## src/rtl/param_sched_pkg.sv

```systemverilog
// Shared types and default constants for the parameter update scheduler.
// Slot index width is fixed at 4 bits, which covers up to 16 parameter slots.
package param_sched_pkg;

  localparam int SLOT_W     = 4;
  localparam int DATA_W     = 32;
  localparam int DEF_NPARAM = 7;

  // Trigger bit per slot, slot 0 in the least significant nibble.
  localparam logic [DEF_NPARAM*4-1:0] DEF_TRIG_MAP =
    {4'd7, 4'd9, 4'd13, 4'd14, 4'd15, 4'd5, 4'd4};

  localparam logic [DEF_NPARAM*DATA_W-1:0] DEF_RESET_VALS =
    {32'h0, 32'h3f8ccccd, 32'h3c5844d0, 32'h3d144674,
     32'h3e714120, 32'h42a00000, 32'h42a00000};

  typedef enum logic {
    ST_IDLE  = 1'b0,
    ST_APPLY = 1'b1
  } sched_state_e;

  typedef struct packed {
    logic [SLOT_W-1:0] slot;
    logic [DATA_W-1:0] data;
  } upd_entry_t;

endpackage

```

## src/rtl/param_fifo.sv

```systemverilog
// Synchronous FIFO holding pending slot updates; a push into a full queue is
// accepted only when a pop happens on the same edge.
module param_fifo #(
  parameter int WIDTH = 36,
  parameter int DEPTH = 4
) (
  input  logic                   clk,
  input  logic                   reset_global,
  input  logic                   i_push,
  input  logic [WIDTH-1:0]       i_pushData,
  input  logic                   i_pop,
  output logic [WIDTH-1:0]       o_popData,
  output logic [$clog2(DEPTH):0] o_count,
  output logic                   o_full
);

  localparam int AW = $clog2(DEPTH);

  logic [WIDTH-1:0] r_mem [DEPTH];
  logic [AW-1:0]    r_wrPtr;
  logic [AW-1:0]    r_rdPtr;
  logic [AW:0]      r_count;
  logic             w_doPush;
  logic             w_doPop;

  assign o_full    = (r_count == (AW+1)'(DEPTH));
  assign w_doPop   = i_pop && (r_count != '0);
  assign w_doPush  = i_push && (!o_full || w_doPop);
  assign o_popData = r_mem[r_rdPtr];
  assign o_count   = r_count;

  // Pointers are exactly AW bits wide, so they wrap modulo DEPTH on their own.
  always_ff @(posedge clk or posedge reset_global) begin
    if (reset_global) begin
      r_wrPtr <= '0;
      r_rdPtr <= '0;
      r_count <= '0;
    end else begin
      if (w_doPush) r_wrPtr <= r_wrPtr + AW'(1);
      if (w_doPop)  r_rdPtr <= r_rdPtr + AW'(1);
      case ({w_doPush, w_doPop})
        2'b10:   r_count <= r_count + (AW+1)'(1);
        2'b01:   r_count <= r_count - (AW+1)'(1);
        default: r_count <= r_count;
      endcase
    end
  end

  always_ff @(posedge clk) begin
    if (w_doPush) r_mem[r_wrPtr] <= i_pushData;
  end

endmodule

```

## src/rtl/param_update_sched.sv

```systemverilog
// Queues triggered parameter updates and applies them as one burst per tick,
// one slot write per cycle, into a bank of 32-bit parameter registers.
module param_update_sched
  import param_sched_pkg::*;
#(
  parameter int                   NPARAM     = 7,
  parameter int                   FIFO_DEPTH = 4,
  parameter logic [NPARAM*4-1:0]  TRIG_MAP   = DEF_TRIG_MAP,
  parameter logic [NPARAM*32-1:0] RESET_VALS = DEF_RESET_VALS
) (
  input  logic                        clk,
  input  logic                        reset_global,
  input  logic [15:0]                 trig_in,
  input  logic [31:0]                 data_in,
  input  logic                        tick,
  output logic [NPARAM*32-1:0]        param_out,
  output logic                        update_done,
  output logic [$clog2(FIFO_DEPTH):0] pending,
  output logic                        overflow,
  output logic                        late_tick
);

  localparam int CW = $clog2(FIFO_DEPTH) + 1;

  sched_state_e          r_state;
  sched_state_e          w_nextState;
  logic [NPARAM-1:0]     w_hit;
  logic [SLOT_W-1:0]     w_hitSlot;
  logic                  w_anyHit;
  logic                  w_multiHit;
  logic                  w_full;
  logic                  w_pop;
  logic                  w_lastPop;
  logic                  w_startBurst;
  logic                  w_dropFull;
  logic [CW-1:0]         w_count;
  upd_entry_t            w_pushEntry;
  upd_entry_t            w_popEntry;
  logic [CW-1:0]         r_remain;
  logic                  r_wrValid;
  logic                  r_wrLast;
  upd_entry_t            r_wr;
  logic [NPARAM*32-1:0]  r_bank;
  logic                  r_updateDone;
  logic                  r_overflow;
  logic                  r_lateTick;

  always_comb begin
    w_hit = '0;
    for (int k = 0; k < NPARAM; k++) begin
      w_hit[k] = trig_in[TRIG_MAP[k*4 +: 4]];
    end
  end

  // Lowest-numbered slot wins when several mapped triggers fire together.
  always_comb begin
    w_hitSlot = '0;
    for (int k = NPARAM-1; k >= 0; k--) begin
      if (w_hit[k]) w_hitSlot = SLOT_W'(k);
    end
  end

  assign w_anyHit    = |w_hit;
  assign w_multiHit  = |(w_hit & (w_hit - NPARAM'(1)));
  assign w_dropFull  = w_anyHit && w_full && !w_pop;
  assign w_pushEntry = '{slot: w_hitSlot, data: data_in};

  param_fifo #(
    .WIDTH ($bits(upd_entry_t)),
    .DEPTH (FIFO_DEPTH)
  ) u_fifo (
    .clk          (clk),
    .reset_global (reset_global),
    .i_push       (w_anyHit),
    .i_pushData   (w_pushEntry),
    .i_pop        (w_pop),
    .o_popData    (w_popEntry),
    .o_count      (w_count),
    .o_full       (w_full)
  );

  always_ff @(posedge clk or posedge reset_global) begin
    if (reset_global) r_state <= ST_IDLE;
    else              r_state <= w_nextState;
  end

  always_comb begin
    w_nextState  = r_state;
    w_pop        = 1'b0;
    w_lastPop    = 1'b0;
    w_startBurst = 1'b0;
    case (r_state)
      ST_IDLE: begin
        if (tick && (w_count != '0)) begin
          w_startBurst = 1'b1;
          w_nextState  = ST_APPLY;
        end
      end
      ST_APPLY: begin
        w_pop = 1'b1;
        if (r_remain == CW'(1)) begin
          w_lastPop   = 1'b1;
          w_nextState = ST_IDLE;
        end
      end
      default: w_nextState = ST_IDLE;
    endcase
  end

  // Burst length is frozen at the tick, so later arrivals wait for the next one.
  always_ff @(posedge clk or posedge reset_global) begin
    if (reset_global)      r_remain <= '0;
    else if (w_startBurst) r_remain <= w_count;
    else if (w_pop)        r_remain <= r_remain - CW'(1);
  end

  always_ff @(posedge clk or posedge reset_global) begin
    if (reset_global) begin
      r_wrValid <= 1'b0;
      r_wrLast  <= 1'b0;
      r_wr      <= '0;
    end else begin
      r_wrValid <= w_pop;
      r_wrLast  <= w_lastPop;
      if (w_pop) r_wr <= w_popEntry;
    end
  end

  always_ff @(posedge clk or posedge reset_global) begin
    if (reset_global) begin
      r_bank       <= RESET_VALS;
      r_updateDone <= 1'b0;
    end else begin
      r_updateDone <= r_wrValid && r_wrLast;
      if (r_wrValid) begin
        for (int k = 0; k < NPARAM; k++) begin
          if (r_wr.slot == SLOT_W'(k)) r_bank[k*32 +: 32] <= r_wr.data;
        end
      end
    end
  end

  always_ff @(posedge clk or posedge reset_global) begin
    if (reset_global) begin
      r_overflow <= 1'b0;
      r_lateTick <= 1'b0;
    end else begin
      if (w_multiHit || w_dropFull)     r_overflow <= 1'b1;
      if (tick && (r_state == ST_APPLY)) r_lateTick <= 1'b1;
    end
  end

  assign param_out   = r_bank;
  assign update_done = r_updateDone;
  assign pending     = w_count;
  assign overflow    = r_overflow;
  assign late_tick   = r_lateTick;

endmodule

```

## config.mk

```make
export PLATFORM = sky130hd
export DESIGN_NAME = param_update_sched
export DESIGN_NICKNAME = d
export VERILOG_FILES = /design/src/rtl/param_sched_pkg.sv /design/src/rtl/param_fifo.sv /design/src/rtl/param_update_sched.sv
export SDC_FILE = /design/constraint.sdc
export NUM_CORES = 1
export LEC_CHECK = 0
export CELL_PAD_IN_SITES_DETAIL_PLACEMENT = 1
export CELL_PAD_IN_SITES_GLOBAL_PLACEMENT = 1
export CORE_MARGIN = 5
export CORE_UTILIZATION = 40
export CTS_CLUSTER_DIAMETER = 200
export DETAILED_ROUTE_END_ITERATION = 10
export GPL_TIMING_DRIVEN = 0
export PLACE_DENSITY = 0.86
export REMOVE_ABC_BUFFERS = 1
export SYNTH_ARGS = -nofsm -noshare
export SYNTH_HDL_FRONTEND = slang
export SYNTH_HIERARCHICAL = 1
export SYNTH_SLANG_ARGS = --single-unit
```

## constraint.sdc

```tcl
create_clock -name clk -period 8.8 [get_ports clk]
set_input_delay 1.76 -clock clk [delete_from_list [all_inputs] [get_ports clk]]
set_output_delay 1.76 -clock clk [all_outputs]
set_load 0.05 [all_outputs]
```

Word level (Yosys, flattened, before mapping):

Memories as Yosys holds them, arrays and structs flattened. A register that Yosys moved wholly into a read port is not among the register bits.
Cells that the tools add are included.

* bits in registers: 240
* input port bits: 51
* output and inout port bits: 230
* memories kept: 1
* word-level logic and storage cells: 79
* memory bits (writable): 144

* mux-type cells: 19
* reduce and logical (&&, ||, !) cells: 24
* equality and inequality tests: 10
* $add $sub $neg: 6
* bitwise gates (word level): 2

Memory list
* u_fifo.r_mem: words 4, bits a word 36, read ports 1, clocked after Yosys merged registers in 1, write ports 1, RTL line param_fifo.sv:19 `logic [WIDTH-1:0] r_mem [DEPTH];`

Operators with widths (count)
* 2-to-1 mux 4 bit: 6
* AND reduction 2 bit: 7
* OR reduction 7 bit: 2
* equality test 4 x 3 -> 1 bit (second input constant): 3
* 2-to-1 mux 3 bit: 3
* equality test 4 x 2 -> 1 bit (second input constant): 2
* 2-to-1 mux 1 bit: 8
* bitwise AND 7 bit: 1
* logical AND 1 bit: 7
* subtractor 7 x 1 -> 7 bit (second input constant): 1
* case mux 3 bit (2 select lines): 1
* subtractor 3 x 1 -> 3 bit (second input constant): 2
* adder 2 x 1 -> 2 bit (second input constant): 2
* equality test 4 x 1 -> 1 bit (second input constant): 1
* logical NOT 4 bit: 1
* nonzero test 2 bit: 2
* adder 3 x 1 -> 3 bit (second input constant): 1
* equality test 3 x 1 -> 1 bit (second input constant): 1
* equality test 3 bit (second input constant): 1
* nonzero test 3 bit: 1
* equality test 2 x 1 -> 1 bit (second input constant): 1
* equality test 2 bit (second input constant): 1
* logical NOT 1 bit: 2
* logical OR 1 bit: 2
* other kinds (2): 2

Depth between registers and ports, before layout:

Gate-level depths: netlist of run 1.

* depth after elaboration: 7
* mapped depth: 8
* gate-level depth less buffers: 7

By module:

The synthesis of run 1 kept the hierarchy.

Modules (own cells, without submodules)
* param_update_sched: seq. area each 6811.5 um^2, instances 1, cells each 611, area an instance 10243.6 um^2
* param_fifo: seq. area each 4499.3 um^2, instances 1, cells each 241, area an instance 5696.7 um^2

Worst setup path before layout of run 1:

No wires, ideal clock.

* kind: input -> register
* start: in trig_in[14]
* end: reg u_fifo.r_count[2], in the netlist u_fifo/o_count[2]
* setup time: 0.130 ns
* data required time: 8.670 ns
* stages on the path: 8
* path buffers: 1
* data arrival time: 3.663 ns
* setup slack: 5.006 ns
* path through: or4_1 > nand2b_1 > buf_2 > or2_2 > fa_1 > nand2b_1 > o211ai_1 > nand3_1

* cells in the longest elaborated chain, start to end: 4
* elaborated cells on any way between the ends: 6
* classes of those cells: eq/ne: 2; mux: 1; reduce/logical: 3

RTL lines
* start: declaration: RTL line param_update_sched.sv:13 `input logic [15:0] trig_in,`
* OR reduction 7 bit *: RTL line param_update_sched.sv:63 `assign w_anyHit = |w_hit;`
* via w_anyHit: RTL line param_update_sched.sv:29 `logic w_anyHit;`
* logical AND 1 bit *: RTL line param_fifo.sv:28 `assign w_doPush = i_push && (!o_full || w_doPop);`
* equality test 2 x 1 -> 1 bit or equality test 2 bit (tied branches): RTL line param_fifo.sv:41 `case ({w_doPush, w_doPop})`
* case mux 3 bit (2 select lines) or nonzero test 2 bit (tied branches)
* end signal: assignment: RTL line param_fifo.sv:42 `2'b10: r_count <= r_count + (AW+1)'(1);`
* end signal: assignment: RTL line param_fifo.sv:43 `2'b01: r_count <= r_count - (AW+1)'(1);`
* end signal: assignment: RTL line param_fifo.sv:44 `default: r_count <= r_count;`
* end: declaration: RTL line param_fifo.sv:22 `logic [AW:0] r_count;`

Mark *: on every way through the listed nets, which the timed path passes. The rest lies on a longest branch.
A chain may end at the register's enable or synchronous reset.

Worst setup path in the final report of run 1:

Same ends and word-level chain as after synthesis.

==> flow_metrics.env, run 1 <==
export IMPL_first_iter_violations=380
export IMPL_gp_congestion=0.740
export IMPL_die_w_um=210
export IMPL_avgSynthCellArea_um2=18.7
export IMPL_ant_nets=0
export IMPL_grt_pass1_wl_um=63600
export IMPL_dieHeight_um=210
export IMPL_status="finished clean"
export IMPL_coreArea_um2=39500
export IMPL_tightest_slew_ps=1220
export IMPL_ctsHoldBuffers=0
export IMPL_worstHoldStart="late_tick"
export IMPL_syn_area_um2=15900
export IMPL_fin_tns_setup_ps=0
export IMPL_busiest_layer="met2"
export IMPL_cp_end_kind="flip-flop"
export IMPL_yosys_top_cells_area="dfrtp_1, edfxtp_1, mux2_2"
export IMPL_max_cap_violations=0
export IMPL_seq_area_frac_synth_pct=71.0
export IMPL_clk_path_buf_depth=3
export IMPL_grt_usage_pct=18.9
export IMPL_fin_crit_ps=4030
export IMPL_max_freq_mhz=248
export IMPL_layout_commonest_cell="clkdlybuf4s50_1"
export IMPL_yosysTopAreaCell="dfrtp_1"
export IMPL_cts_tree="yes"
export IMPL_yosys_cell_types_count=52
export IMPL_slew_headroom_pct=18.9
export IMPL_synthCells=852
export IMPL_fin_util_pct=52.8
export IMPL_crit_start="trig_in[14]"
export IMPL_rows=73
export IMPL_rsz0062_at_grt="false"
export IMPL_route_detailed_wl_per_inst_um=24.3
export IMPL_hold_viol=0
export IMPL_r2r_start="r_state"
export IMPL_htreeDepth=2
export IMPL_grt_antenna_before_repair=1
export IMPL_gr_usage_met1_pct=23.7
export IMPL_critPathMaxFanout=9
export IMPL_root_buffer="clkbuf_16"
export IMPL_grt_max_degree=127
export IMPL_rrSetupSlack_ps=6040
export IMPL_drc=0
export IMPL_grt_pass1_vias=9965
export IMPL_drv_slew=0
export IMPL_final_setup_viol_count=0
export IMPL_route_vias_total=8769
export IMPL_vias_per_cell=5.11
export IMPL_dp_slack_ps=4250
export IMPL_met2_usage_pct=33.3
export IMPL_synth_edf_count=144
export IMPL_use_met3_pct=4.30
export IMPL_wirelength_um=41700
export IMPL_final_cell_mix="clkdlybuf4s50_1, mux2_2, dfrtp_1"
export IMPL_finalHoldWorstSlack_ps=464
export IMPL_synth_flop_cell="dfrtp_1"
export IMPL_critPathLaunchType="input pin"
export IMPL_drive_gt1_share_pct=37.4
export IMPL_synth_seq_cells=420
export IMPL_required_ps=9230
export IMPL_nNetsFinal=1211
export IMPL_yosysWarnings=6
export IMPL_hpwl_um=26800
export IMPL_finClkSkew_ps=21.8
export IMPL_dieArea_um2=43900
export IMPL_cts_buffers=45
export IMPL_clkLatencyLatePin_ps=570
export IMPL_start_util_pct=40.3
export IMPL_synth_top_area_share_pct=33.3
export IMPL_min_path_type="flip-flop to flip-flop"
export IMPL_post_cts_buffers=0
export IMPL_cts_clk_slew_worst_paths_ps=60
export IMPL_clock_sinks=420
export IMPL_criticalPathCategory="input pin to flip-flop"
export IMPL_portBuffers=271
export IMPL_area_delta_synth_final_pct=30.9
export IMPL_timing_final_crit_share_pct=45.8
export IMPL_gr_total_overflow=0
export IMPL_setup_ws_ps=4770
export IMPL_async_flop_share_pct=65.7
export IMPL_dr_pass1_iters=5
export IMPL_ios=281
export IMPL_cts_resized=0
export IMPL_arrival_ps=4450
synth_stat cells, types with 3 or more instances:
cell type and instances:
mux2_2 249, dfrtp_1 212, edfxtp_1 144, dfstp_2 64, mux4_2 36, buf_2 21, inv_1 12, mux2_1 11
nor2_1 11, buf_4 10, a21oi_1 7, ha_1 6, clkbuf_1 5, nand2_1 5, xnor2_1 5, and2_2 4
nand2b_1 4, nand3b_1 3, nor3_1 3, o31ai_1 3
final cells by class:
| class | instances | area, µm² |
|---|---|---|
| inverter | 12 | 52.6 |
| clock buffer | 72 | 1350 |
| multi-input combinational | 386 | 4400 |
| fill | 3632 | 18700 |
| clock inverter | 12 | 58.8 |
| antenna | 1 | 2.50 |
| timing repair buffer | 288 | 3020 |
| tap | 525 | 657 |
| sequential | 420 | 11300 |
logic make-up after synthesis:
family	Yosys count	share of synthesized area (%)
muxes	297	23.5
other	1	0.0235
AOI/OAI and AO/OA	26	1.18
and+or+nand+nor	45	1.70
xor gates and xnor gates	6	0.330
DFF	420	71.0
adders and majority gates	8	0.659
buffers and inverters	49	1.60
worst max-delay path, stage by stage:
cell and delay, ps:
clkdlybuf4s50_1 480, or4_1 610, nand2b_1 350, or2_2 390, fa_1 400, nand2b_1 190, o211ai_1 180, nand3_1 90
final timing paths:
| check | to | depth (start not counted) |
|---|---|---|
| hold reg to reg | late_tick | 1 |
| setup reg to reg | u_fifo/r_mem[3][15] | 3 |
| min in group asynchronous | r_wr[33] | 2 |
| setup / recovery | u_fifo/o_count[2] | 8 |
| max in group asynchronous | param_out[143] | 3 |
| hold / removal | late_tick | 1 |
registers in the layout, summed over array words and instances, names as in the netlist, 2 cells and up:
register        cells
u_fifo/r_rdPtr      2
u_fifo/o_count      3
param_out         224
r_wr               36
u_fifo/r_wrPtr      2
r_remain            3
u_fifo/r_mem      144
through the flow:
stage	std cells	cell area (µm²)
6_report	1716	20900
5_1_grt	1716	20900
4_1_cts	1715	20900
3_5_place_dp	1631	19500
3_3_place_gp	1614	19100
2_1_floorplan	818	15700
metal layers:
metal | part of all wire [%] | up-vias
li1 | - | 3787
met1 | 41 | 4692
met2 | 53 | 226
met3 | 4.5 | 64
met4 | 2.1 | 0
met5 | 0 | -
Power of run 1 is not shown: default switching activity piles up to over one toggle a cycle in this logic, so the estimate is an artifact.
==> inputs of run 2 (changes only) <==
- clock period: 8.8 -> 3.5 ns (I/O delays scaled with it)
==> results of run 2 <==
The final DEF is identical to that of run 1. Status: finished clean.
Among the figures that moved: setup slack after placement 4250 ps -> 10.1 ps; setup slack after layout 4770 ps -> 532 ps; register-to-register setup slack 6040 ps -> 740 ps
Power of run 2 is left out for the same reason.
